==> config.mk <==
export PLATFORM = sky130hd
export DESIGN_NAME = wb_intc
export DESIGN_NICKNAME = d
export VERILOG_FILES = /design/src/rtl/wb_intc.sv
export SDC_FILE = /design/constraint.sdc
export NUM_CORES = 1
export LEC_CHECK = 0
export ABC_AREA = 1
export BUFFER_PORTS_ARGS = -buffer_cell sky130_fd_sc_hd__buf_4
export CAP_MARGIN = 20
export CORE_MARGIN = 8
export CORE_UTILIZATION = 40
export CTS_CLUSTER_SIZE = 20
export DETAILED_ROUTE_END_ITERATION = 8
export SYNTH_ARGS = -nofsm -noshare
export SYNTH_HDL_FRONTEND = slang
export SYNTH_SLANG_ARGS = --single-unit
==> constraint.sdc <==
create_clock -name clk_i -period 2.9 [get_ports clk_i]
set_clock_uncertainty 0.05 [all_clocks]
set_input_delay 0.58 -clock clk_i [delete_from_list [all_inputs] [get_ports clk_i]]
set_output_delay 0.58 -clock clk_i [all_outputs]
set_load 0.05 [all_outputs]
==> src/rtl/wb_intc.sv <==
// Wishbone interrupt controller: per-source enable, edge/level mode, polarity and pending latch,
// combined into one registered interrupt line plus a priority-encoded source index.
module wb_intc #(
  parameter int unsigned NUM_IRQ = 32,
  parameter int unsigned SYNC_EN = 1
) (
  input  logic               clk_i,
  input  logic               nrst_i,
  input  logic [4:0]         wb_adr_i,
  input  logic [31:0]        wb_dat_i,
  input  logic [3:0]         wb_sel_i,
  input  logic               wb_we_i,
  input  logic               wb_cyc_i,
  input  logic               wb_stb_i,
  output logic [31:0]        wb_dat_o,
  output logic               wb_ack_o,
  output logic               wb_err_o,
  input  logic [NUM_IRQ-1:0] irq_i,
  output logic               irq_o,
  output logic [4:0]         irq_id_o,
  output logic               irq_valid_o
);

  localparam logic [31:0] Mask = 32'((64'h1 << NUM_IRQ) - 64'h1);

  localparam logic [2:0] AddrStatus   = 3'd0;
  localparam logic [2:0] AddrPending  = 3'd1;
  localparam logic [2:0] AddrEnable   = 3'd2;
  localparam logic [2:0] AddrMode     = 3'd3;
  localparam logic [2:0] AddrPolarity = 3'd4;
  localparam logic [2:0] AddrVector   = 3'd5;
  localparam logic [2:0] AddrSet      = 3'd6;
  localparam logic [2:0] AddrUnmapped = 3'd7;

  logic [31:0] pending_q, enable_q, mode_q, polarity_q, prev_q;
  logic [31:0] pending_d, enable_d, mode_d, polarity_d;
  logic [31:0] irq_ext, irq_sync, adj, edge_det, act;
  logic [31:0] byte_mask, wdata, w1c, set_bits, rdata;
  logic        ack_q, err_q, irq_q, valid_q;
  logic [31:0] dat_q;
  logic [4:0]  id_q, id_d;
  logic        req, wr;
  logic [2:0]  reg_sel;
  logic        unused_adr;

  assign unused_adr = ^wb_adr_i[1:0];
  assign irq_ext    = Mask & 32'(irq_i);

  if (SYNC_EN != 0) begin : g_sync
    logic [31:0] sync1_q, sync2_q;
    always_ff @(posedge clk_i or negedge nrst_i) begin
      if (!nrst_i) begin
        sync1_q <= '0;
        sync2_q <= '0;
      end else begin
        sync1_q <= irq_ext;
        sync2_q <= sync1_q;
      end
    end
    assign irq_sync = sync2_q;
  end else begin : g_nosync
    assign irq_sync = irq_ext;
  end

  assign adj      = (irq_sync ^ ~polarity_q) & Mask;
  assign edge_det = adj & ~prev_q;
  assign act      = pending_q & enable_q;

  // A response is only started while no ack/err is showing, so a held strobe alternates.
  assign req       = wb_cyc_i & wb_stb_i & ~ack_q & ~err_q;
  assign wr        = req & wb_we_i;
  assign reg_sel   = wb_adr_i[4:2];
  assign byte_mask = {{8{wb_sel_i[3]}}, {8{wb_sel_i[2]}}, {8{wb_sel_i[1]}}, {8{wb_sel_i[0]}}};
  assign wdata     = wb_dat_i & byte_mask & Mask;
  assign w1c       = (wr && reg_sel == AddrPending) ? wdata : '0;
  assign set_bits  = (wr && reg_sel == AddrSet) ? wdata : '0;

  always_comb begin
    enable_d   = enable_q;
    mode_d     = mode_q;
    polarity_d = polarity_q;
    if (wr) begin
      case (reg_sel)
        AddrEnable:   enable_d   = (enable_q & ~byte_mask) | wdata;
        AddrMode:     mode_d     = (mode_q & ~byte_mask) | wdata;
        AddrPolarity: polarity_d = (polarity_q & ~byte_mask) | wdata;
        default:      ;
      endcase
    end
    // Set beats clear in edge mode; level-mode bits simply track the input.
    pending_d = ((mode_q & ((pending_q & ~w1c) | edge_det | set_bits)) | (~mode_q & adj)) & Mask;
  end

  always_comb begin
    rdata = '0;
    case (reg_sel)
      AddrStatus:   rdata = adj;
      AddrPending:  rdata = pending_q;
      AddrEnable:   rdata = enable_q;
      AddrMode:     rdata = mode_q;
      AddrPolarity: rdata = polarity_q;
      AddrVector:   rdata = {valid_q, 26'd0, id_q};
      default:      rdata = '0;
    endcase
  end

  always_comb begin
    id_d = '0;
    for (int i = 31; i >= 0; i--) begin
      if (act[i]) id_d = 5'(i);
    end
  end

  always_ff @(posedge clk_i or negedge nrst_i) begin
    if (!nrst_i) begin
      ack_q      <= 1'b0;
      err_q      <= 1'b0;
      dat_q      <= '0;
      pending_q  <= '0;
      enable_q   <= '0;
      mode_q     <= '0;
      polarity_q <= Mask;
      prev_q     <= '0;
      irq_q      <= 1'b0;
      id_q       <= '0;
      valid_q    <= 1'b0;
    end else begin
      ack_q      <= req & (reg_sel != AddrUnmapped);
      err_q      <= req & (reg_sel == AddrUnmapped);
      dat_q      <= (req && !wb_we_i) ? rdata : '0;
      pending_q  <= pending_d;
      enable_q   <= enable_d;
      mode_q     <= mode_d;
      polarity_q <= polarity_d;
      prev_q     <= adj;
      irq_q      <= |act;
      id_q       <= id_d;
      valid_q    <= |act;
    end
  end

  assign wb_ack_o    = ack_q;
  assign wb_err_o    = err_q;
  assign wb_dat_o    = dat_q;
  assign irq_o       = irq_q;
  assign irq_id_o    = id_q;
  assign irq_valid_o = valid_q;

endmodule
==> flow_metrics.env, run 1 <==
export IMPL_cts_tree="done"
export IMPL_yosys_warnings=0
export IMPL_syn_area_um2=10900
export IMPL_ir_drop_mv=0.306
export IMPL_grt_max_degree=90
export IMPL_dp_cells=1611
export IMPL_final_layout_size_suffix_gt1_share_pct=17.9
export IMPL_synth_nets=1255
export IMPL_seq_area_um2=6650
export IMPL_grt_pass1_wl_um=45000
export IMPL_synth_edf_count=0
export IMPL_critPathRequiredTime_ns=3.25
export IMPL_cts_sinks=264
export IMPL_timing_final_crit_share_pct=78.1
export IMPL_routed_wl_um=28100
export IMPL_cp_start_kind="register"
export IMPL_io_buffers=116
export IMPL_cts_setup_buffers=0
export IMPL_setup_worst_path_end_class="register"
export IMPL_synth_top_cell_area_share_pct=53.1
export IMPL_dp_hpwl_um=18300
export IMPL_layout_cells_non_filler=1663
export IMPL_grt_usage_pct=17.0
export IMPL_num_rows=60
export IMPL_final_cell_mix="nand2_1, dfrtp_1, inv_1"
export IMPL_layout_nets=1379
export IMPL_diodes=0
export IMPL_synthCells=1177
export IMPL_holdWs_ns=0.0434
export IMPL_ios=119
export IMPL_numCtsBuffers=29
export IMPL_ys_async_sr_fraction_pct=100
export IMPL_yosys_top_cells_area="dfrtp_1, nand2_1, dfstp_2, o21ai_1, inv_1"
export IMPL_cts_path_max_buffers=3
export IMPL_start_util_pct=40.7
export IMPL_insertion_delay_ns=0.53
export IMPL_maxCapViolCount=0
export IMPL_total_power_w=0.00999
export IMPL_fillerInstances=2550
export IMPL_path_max_fanout=16
export IMPL_mostFrequentLayoutCell="nand2_1"
export IMPL_setup_violations=0
export IMPL_chipWidth_um=181
export IMPL_place_gp_congestion=0.808
export IMPL_critPathKind="reg -> reg"
export IMPL_cts_clk_slew_worst_paths_ns=0.06
export IMPL_remaining_drc_errors=0
export IMPL_routedWlPerCell_um=16.9
export IMPL_fin_util_pct=49.5
export IMPL_status="finished clean"
export IMPL_rsz0062_at_grt="false"
export IMPL_tns_ns=0
export IMPL_syn_mean_instance_area_um2=9.28
export IMPL_grt_ovfl_total=0
export IMPL_post_synth_num_cell_types=31
export IMPL_multi_input_area_um2=3470
export IMPL_grt_pass1_vias=8429
export IMPL_yosysSeqAreaShare_pct=60.8
export IMPL_finalHoldViolations=0
export IMPL_min_period_ns=2.27
export IMPL_tightest_slew_ns=0.728
export IMPL_antenna_found_initial=0
export IMPL_slew_headroom_pct=51.4
export IMPL_vias_per_cell=5.06
export IMPL_drt_pass1_iterations=5
export IMPL_arrival_ns=2.62
export IMPL_slew_viol_final=0
export IMPL_ant_nets=0
export IMPL_p_leak_nw=6.22
export IMPL_ys_flop_type="dfrtp_1"
export IMPL_power_density_nw_per_um2=751
export IMPL_hp_class="in -> async"
export IMPL_cts_root_buf="clkbuf_16"
export IMPL_ys_ff_latch=264
export IMPL_synth_top_area_cell="dfrtp_1"
export IMPL_synthToLayoutAreaGrowth_pct=21.8
export IMPL_num_vias=8421
export IMPL_htreeDepth=1
export IMPL_first_iter_violations=624
export IMPL_die_height_um=181
export IMPL_fmax_mhz=441
export IMPL_cts_resized_gates=0
export IMPL_core_um2=26900
export IMPL_die_area_um2=32900
export IMPL_cts_hold_buf=0
[per-stage QoR]
step | cell area (um2) | worst slack (ns)
final | 13300 | 0.634
after global routing | 13300 | 0.357
after CTS | 13300 | 0.599
after detailed placement | 12300 | 0.330
after global placement | 12300 | 0.374
after floorplan | 10900 | 0.763
[path summary, 6_finish.rpt]
kind                            cells after the start                          to                from  slack, ns
worst max-delay path                                9                    register            wb_err_o       0.63
worst min-delay path                                1          g_sync.sync1_q[19]              nrst_i       0.04
worst max register to register                      9                    register            wb_err_o       0.63
worst min register to register                      0          g_sync.sync2_q[17]  g_sync.sync1_q[17]       0.30
max in group asynchronous                           2  asynchronous set/reset pin              nrst_i       1.98
min in group clk_i                                  1           g_sync.sync1_q[9]            irq_i[9]       0.10
[kinds of logic after synthesis]
family	share of synthesized area (%)
AO/OA/AOI/OAI	14.0
AND/OR/NAND/NOR	15.1
flip-flops	60.8
XOR/XNOR	2.56
buffers and inverters	7.48
[metal layers]
| metal | part of all wire, % | global-route usage [%] | wire [um] |
|---|---|---|---|
| met5 | 0 | 0 | 0 |
| met4 | 2.4 | 5.31 | 663 |
| met3 | 5.8 | 2.77 | 1620 |
| met1 | 47 | 24.1 | 13200 |
| met2 | 45 | 26.2 | 12600 |
[power by group]
part / leakage [nW] / internal, W / switching [W] / total, W
registers: 3.23 / 0.00416 / 0.000314 / 0.00447
logic: 2.49 / 0.000569 / 0.000980 / 0.00155
clock network: 0.506 / 0.00253 / 0.00144 / 0.00397
total: 6.22 / 0.00726 / 0.00274 / 0.00999
[synthesized netlist by cell type (25+ instances only)]
cell type  count
o21ai_1      128
dfrtp_1      232
o22ai_1       60
nor3_1        34
a31oi_1       39
clkbuf_1      35
a211oi_1      25
nand2_1      288
xnor2_1       32
inv_1        163
nor2_1        54
dfstp_2       32
[cell type report]
class	count	area share, %
Timing Repair Buffer	136	8.11
Sequential cell	264	50.0
Clock buffer	39	5.96
Multi-Input combinational cell	698	26.1
Clock inverter	13	1.82
Inverter	172	4.85
Tap cell	341	3.21
[critical path: stages, from the launching register on]
cell and delay, ns:
dfrtp_1 0.39, nor2_1 0.07, and3_1 0.18, inv_2 0.05, nor2_1 0.20, inv_2 0.10
nor2_1 0.35, nand2_1 0.50, nand2_1 0.16, o21ai_1 0.08
(Power assumes the default switching activity.)
==> inputs of run 2 (changes only) <==
--- a/config.mk
+++ b/config.mk
@@ -5,7 +5,7 @@
 export SDC_FILE = /design/constraint.sdc
 export NUM_CORES = 1
 export LEC_CHECK = 0
-export ABC_AREA = 1
+export ABC_AREA = 0
 export BUFFER_PORTS_ARGS = -buffer_cell sky130_fd_sc_hd__buf_4
 export CAP_MARGIN = 20
 export CORE_MARGIN = 8
==> constraint.sdc (replaced) <==
create_clock -name clk_i -period 1.8 [get_ports clk_i]
set_clock_uncertainty 0.05 [all_clocks]
set_input_delay 0.36 -clock clk_i [delete_from_list [all_inputs] [get_ports clk_i]]
set_output_delay 0.36 -clock clk_i [all_outputs]
set_load 0.05 [all_outputs]
==> run 2 against run 1 <==
  * Hold slack lost 0.021 ns
  * Sequential share of layout area is 4.3 points lower
  * The run now ends with negative setup slack left
  * Critical path depth down 1
  * Critical path type unchanged
  * Wire length increased by 5.6%
  * Synthesized cell count down 22%
  * Register-to-register slack lost 0.86 ns
  * Largest cell class unchanged
  * Area after synthesis rose by 1.2%
==> flow_metrics.env, run 2 <==
export IMPL_min_period_ns=2.02
export IMPL_syn_area_um2=11100
export IMPL_layout_cells_non_filler=1505
export IMPL_muxShareOfSynthArea_pct=11.6
export IMPL_setup_ws_ns=-0.221
export IMPL_holdWs_ns=0.0222
export IMPL_synth_top_area_cell="dfrtp_1"
export IMPL_cts_tree="done"
export IMPL_synth_top_cell_area_share_pct=52.5
export IMPL_fmax_mhz=495
export IMPL_die_area_um2=33200
export IMPL_routedWlPerCell_um=19.7
export IMPL_grt_max_degree=54
export IMPL_timing_final_crit_share_pct=112
export IMPL_synth_edf_count=0
export IMPL_num_rows=61
export IMPL_antenna_found_initial=1
export IMPL_insertion_delay_ns=0.54
export IMPL_ys_flop_type="dfrtp_1"
export IMPL_start_util_pct=40.2
export IMPL_path_max_fanout=6
export IMPL_dp_hpwl_um=20700
export IMPL_chipWidth_um=182
export IMPL_hp_class="in -> reg"
export IMPL_grt_ovfl_total=0
export IMPL_cts_root_buf="clkbuf_16"
export IMPL_cp_start_kind="register"
export IMPL_ant_nets=0
export IMPL_final_layout_size_suffix_gt1_share_pct=34.6
export IMPL_place_gp_congestion=0.819
export IMPL_slew_headroom_pct=67.3
export IMPL_fillerInstances=2425
export IMPL_reg2reg_from="wb_ack_o"
export IMPL_yosys_warnings=0
export IMPL_mostFrequentLayoutCell="dfrtp_1"
export IMPL_cts_sinks=264
export IMPL_synth_commonest_cells="dfrtp_1, nand2_1, mux2_2, a21oi_1, nor2_1"
export IMPL_first_iter_violations=524
export IMPL_dp_cells=1410
export IMPL_status="finished with violations"
export IMPL_grt_pass1_wl_um=47400
export IMPL_ys_async_sr_fraction_pct=100
export IMPL_synth_compound_area_share_pct=13.8
export IMPL_grt_pass1_vias=8523
export IMPL_violations="negative setup slack"
export IMPL_routed_wl_um=29700
export IMPL_grt_usage_pct=17.9
export IMPL_total_power_w=0.0159
export IMPL_arrival_ns=2.40
export IMPL_ios=119
export IMPL_synth_most_common_cell="dfrtp_1"
export IMPL_fin_util_pct=53.0
export IMPL_tns_ns=-14.59
export IMPL_layout_nets=1215
export IMPL_critPathRequiredTime_ns=2.18
export IMPL_final_cell_mix="dfrtp_1, buf_4, mux2_2"
export IMPL_die_height_um=182
export IMPL_synthSimpleGateAreaFrac_pct=9.54
export IMPL_num_vias=8138
export IMPL_vias_per_cell=5.41
export IMPL_synthCells=913
export IMPL_setup_worst_path_end_class="register"
export IMPL_maxCapViolCount=0
export IMPL_p_leak_nw=6.67
export IMPL_yosysSeqAreaShare_pct=60.1
export IMPL_syn_mean_instance_area_um2=12.1
export IMPL_critPathKind="reg -> reg"
export IMPL_core_um2=27500
export IMPL_synthAdderAreaFrac_pct=0
export IMPL_synth_xor_area_share_pct=2.53
export IMPL_tightest_slew_ns=0.490
export IMPL_power_density_nw_per_um2=1090
export IMPL_slew_viol_final=0
export IMPL_ys_ff_latch=264
export IMPL_synth_top_family_by_area="compound AO/OA/AOI/OAI gates"
export IMPL_io_buffers=116
export IMPL_yosys_top_cells_area="dfrtp_1, dfstp_2, mux2_2, mux2_1, a21oi_1"
export IMPL_synth_nets=991
export IMPL_cts_path_max_buffers=3
export IMPL_cts_clk_slew_worst_paths_ns=0.06
export IMPL_rsz0062_at_grt="true"
export IMPL_numCtsBuffers=29
export IMPL_synthToLayoutAreaGrowth_pct=31.8
export IMPL_critPathLaunch="wb_ack_o"
export IMPL_hp_start="wb_dat_i[15]"
export IMPL_setup_violations=126
export IMPL_ir_drop_mv=0.625
export IMPL_remaining_drc_errors=0
export IMPL_post_synth_num_cell_types=52
export IMPL_finalHoldViolations=0
export IMPL_drt_pass1_iterations=8
export IMPL_htreeDepth=1
[run 2: what timing repair did]
action,in CTS,in global routing
hold endpoints to repair,72,0
pin swaps,8,9
setup buffers,10,4
hold buffers,33,0
setup endpoints to repair,145,165
gates resized for setup,26,47
[run 2: path summary, 6_finish.rpt]
path	to	cells after the start	slack (ns)
max	pending_q[29]	8	-0.22
min	register	2	0.02
max reg2reg	pending_q[29]	8	-0.22
min reg2reg	g_sync.sync2_q[4]	0	0.30
max in group asynchronous	asynchronous set/reset pin	3	0.70
min in group asynchronous	g_sync.sync2_q[22]	2	0.29
[run 2: cell families (layout without fill, tap and decap cells)]
family | count (synthesis) | in the layout
xor+xnor | 32 | 32
compound gates | 221 | 221
other cells | 0 | 1
flops | 264 | 264
buf+inv | 60 | 305
mux | 116 | 116
simple gates | 220 | 220
[run 2: layer usage]
metal | vias up | routed length [um] | track usage (%)
met5 | - | 0 | 0
li1 | 3809 | - | -
met2 | 205 | 14300 | 29.2
met3 | 63 | 1430 | 3.38
met1 | 4061 | 13000 | 23.7
met4 | 0 | 871 | 6.20
[run 2: final cells by class]
type / instances / area [um2] / share of cell area, %
flip-flops and latches: 264 / 6650 / 45.6
multi-input cells: 589 / 4400 / 30.2
repair buffers: 233 / 2060 / 14.1
clock buffers: 42 / 845 / 5.80
well taps: 346 / 433 / 2.97
clock inverters: 10 / 111 / 0.764
inverters: 20 / 75.1 / 0.515
diodes: 1 / 2.50 / 0.0172
[run 2: critical path: stages, from the launching register on]
cell and delay (ns):
dfrtp_2 0.41, buf_6 0.11, and4bb_2 0.34, buf_6 0.12
and3_4 0.24, buf_6 0.16, nand3_2 0.07, a22o_1 0.20
a22o_1 0.19
[run 2: stage by stage]
step,cell area [um2],worst slack (ns)
floorplan,11100,-0.0873
global placement,12900,-0.627
detailed placement,12900,-0.743
CTS,14400,-0.193
global route,14600,-0.257
finish,14600,-0.221
[run 2: report_power, final]
group	internal, W	switching (W)	total, W
clock	0.00353	0.00233	0.00586
sequential	0.00671	0.000617	0.00733
combinational	0.00125	0.00144	0.00269
==> inputs of run 3 (changes only) <==
--- a/config.mk
+++ b/config.mk
@@ -12,6 +12,8 @@
 export CORE_UTILIZATION = 40
 export CTS_CLUSTER_SIZE = 20
 export DETAILED_ROUTE_END_ITERATION = 8
+export PLACE_DENSITY_LB_ADDON = 0.2
+export REMOVE_ABC_BUFFERS = 1
 export SYNTH_ARGS = -nofsm -noshare
 export SYNTH_HDL_FRONTEND = slang
 export SYNTH_SLANG_ARGS = --single-unit
==> run 3 against run 2 <==
  * The run still ends with negative setup slack left
  * Clock power grew 3%
  * Via count shrank 0.23%
  * Maximum frequency grew 10%
  * Clock-buffer cell count grew 4
  * Combinational power grew 4%
  * Total power grew 1.6%
==> flow_metrics.env, run 3 (synthesis gave the netlist of run 2 again) <==
export IMPL_status="finished with violations"
export IMPL_violations="negative setup slack"
export IMPL_seq_area_um2=6650
export IMPL_ant_nets=0
export IMPL_first_iter_violations=615
export IMPL_dpl_instance_area_um2=13000
export IMPL_final_layout_size_suffix_gt1_share_pct=33.4
export IMPL_final_cell_area_um2=14500
export IMPL_insertion_delay_ns=0.54
export IMPL_slew_viol_final=0
export IMPL_power_density_nw_per_um2=1110
export IMPL_ios=119
export IMPL_hp_start="wb_dat_i[1]"
export IMPL_critical_path_buf_inv_count=2
export IMPL_preCtsSetupSlack_ns=-0.265
export IMPL_grt_max_degree=48
export IMPL_vias_per_cell=5.36
export IMPL_numCtsBuffers=28
export IMPL_p_seq_share_pct=45.2
export IMPL_core_um2=27500
export IMPL_multi_input_area_um2=4280
export IMPL_p_int_w=0.0118
export IMPL_reg2reg_depth=7
export IMPL_drt_pass1_iterations=9
export IMPL_dp_hpwl_um=20400
export IMPL_cts_root_buf="clkbuf_16"
export IMPL_fillerInstances=2377
export IMPL_hp_class="in -> reg"
export IMPL_crit_top_cell="buf_4"
export IMPL_crit_family="simple AND/OR/NAND/NOR gates"
export IMPL_grt_usage_pct=17.6
export IMPL_arrival_ns=2.20
export IMPL_maxCapViolCount=0
export IMPL_htreeDepth=1
export IMPL_setup_violations=28
export IMPL_grt_pass1_wl_um=46700
export IMPL_die_area_um2=33200
export IMPL_cts_sinks=264
export IMPL_rsz0062_at_grt="true"
export IMPL_routed_wl_um=29400
export IMPL_worstPathCellList="and4bb_4, nand3_2, nor3_2, buf_4, nand2_1, buf_4, mux2_2"
export IMPL_critPathKind="reg -> reg"
export IMPL_min_period_ns=1.84
export IMPL_final_cell_mix="dfrtp_1, buf_4, nand2_1"
export IMPL_routedWlPerCell_um=19.4
export IMPL_path_max_fanout=4
export IMPL_crit_slowest_cell="and4bb_4"
export IMPL_grt_ovfl_total=0
export IMPL_slew_headroom_pct=68.7
export IMPL_mostFrequentLayoutCell="dfrtp_1"
export IMPL_reg2reg_from="wb_err_o"
export IMPL_place_gp_congestion=0.805
export IMPL_cts_clk_slew_worst_paths_ns=0.06
export IMPL_fmax_mhz=544
export IMPL_die_height_um=182
export IMPL_remaining_drc_errors=0
export IMPL_num_vias=8119
export IMPL_cp_start_kind="register"
export IMPL_cts_tree="done"
export IMPL_power_switching_w=0.00433
export IMPL_diodes=0
export IMPL_grt_pass1_vias=8412
export IMPL_cts_path_max_buffers=3
export IMPL_num_rows=61
export IMPL_rrSetupSlack_ns=-0.04
export IMPL_chipWidth_um=182
export IMPL_total_power_w=0.0161
export IMPL_ir_drop_mv=0.627
export IMPL_antenna_found_initial=2
export IMPL_whs_path_depth=2
export IMPL_synthToLayoutAreaGrowth_pct=31.5
export IMPL_p_comb_share_pct=17.3
export IMPL_setup_worst_path_end_class="register"
export IMPL_tightest_slew_ns=0.469
export IMPL_io_buffers=116
export IMPL_critPathRequiredTime_ns=2.16
export IMPL_p_leak_nw=6.73
export IMPL_setup_ws_ns=-0.0366
export IMPL_slowest_delay_ns=0.39
export IMPL_finalHoldViolations=0
export IMPL_start_util_pct=40.2
export IMPL_switching_share_pct=26.9
export IMPL_power_frac_clock_pct=37.5
export IMPL_timing_final_crit_share_pct=102
export IMPL_holdWs_ns=0.0274
export IMPL_layout_nets=1225
-- run 3: cell count changes in the layout (fill, tap and decap cells not counted), sizes merged --
cell	before	now
clkinvlp	3	1
diode	1	0
buf	200	210
bufinv	2	3
inv	21	20
clkbuf	42	47
clkinv	4	2
-- run 3: final cells by class --
cell class / instances / area share, %
timing repair buffer: 244 / 14.5
inverter: 20 / 0.516
sequential: 264 / 45.7
clock inverter: 6 / 0.740
multi-input combinational: 589 / 29.5
clock buffer: 46 / 6.12
tap: 346 / 2.98
-- run 3: power by group through the flow --
| stage | logic, W | registers (W) | clock network [W] |
|---|---|---|---|
| 2_1_floorplan | 0.00123 | 0.00750 | 0 |
| 3_3_place_gp | 0.00258 | 0.00735 | 0 |
| 3_5_place_dp | 0.00263 | 0.00737 | 0 |
| 4_1_cts | 0.00273 | 0.00727 | 0.00620 |
| 5_1_grt | 0.00306 | 0.00738 | 0.00646 |
| 6_report | 0.00279 | 0.00728 | 0.00605 |
-- run 3: timing repair --
| item | in CTS | in global routing |
|---|---|---|
| gates resized for setup | 18 | 22 |
| hold endpoints to repair | 65 | 0 |
| pin swaps | 13 | 10 |
| hold buffers | 33 | 0 |
| cloned | 0 | 1 |
| setup endpoints to repair | 55 | 132 |
| setup buffers | 4 | 4 |
-- run 3: layer usage --
| metal | GRT usage (%) | part of all wire (%) |
|---|---|---|
| met2 | 28.3 | 47 |
| met1 | 24.4 | 45 |
| met5 | 0 | 0.092 |
| met3 | 3.60 | 6.1 |
| met4 | 3.51 | 1.4 |
-- run 3: worst reg2reg max path: stages, from the launching register on --
cell	delay (ns)
dfrtp_1	0.38
and4bb_4	0.39
nand3_2	0.09
nor3_2	0.14
buf_4	0.17
nand2_1	0.08
buf_4	0.16
mux2_2	0.27
-- run 3: per-stage QoR --
stage | utilization (%) | instances | setup TNS [ns]
global placement | 47.3 | 1422 | -4.76
CTS | 52.4 | 1510 | -0.573
floorplan | - | 873 | -22.82
global route | 52.9 | 1515 | -3.32
finish | 52.9 | 1515 | -0.530
detailed placement | 47.3 | 1422 | -6.33
-- run 3: worst max path at each step --
| stage | from | to | slack, ns | cells after the start |
|---|---|---|---|---|
| after CTS | wb_ack_o | register | -0.04 | 7 |
| final | wb_err_o | register | -0.04 | 7 |
| after detailed placement | pending_q[29] | irq_id_o[0] | -0.27 | 6 |
| after floorplan | wb_err_o | pending_q[16] | -0.61 | 5 |
| after global routing | wb_err_o | register | -0.1 | 7 |
| after global placement | pending_q[29] | irq_id_o[0] | -0.27 | 6 |
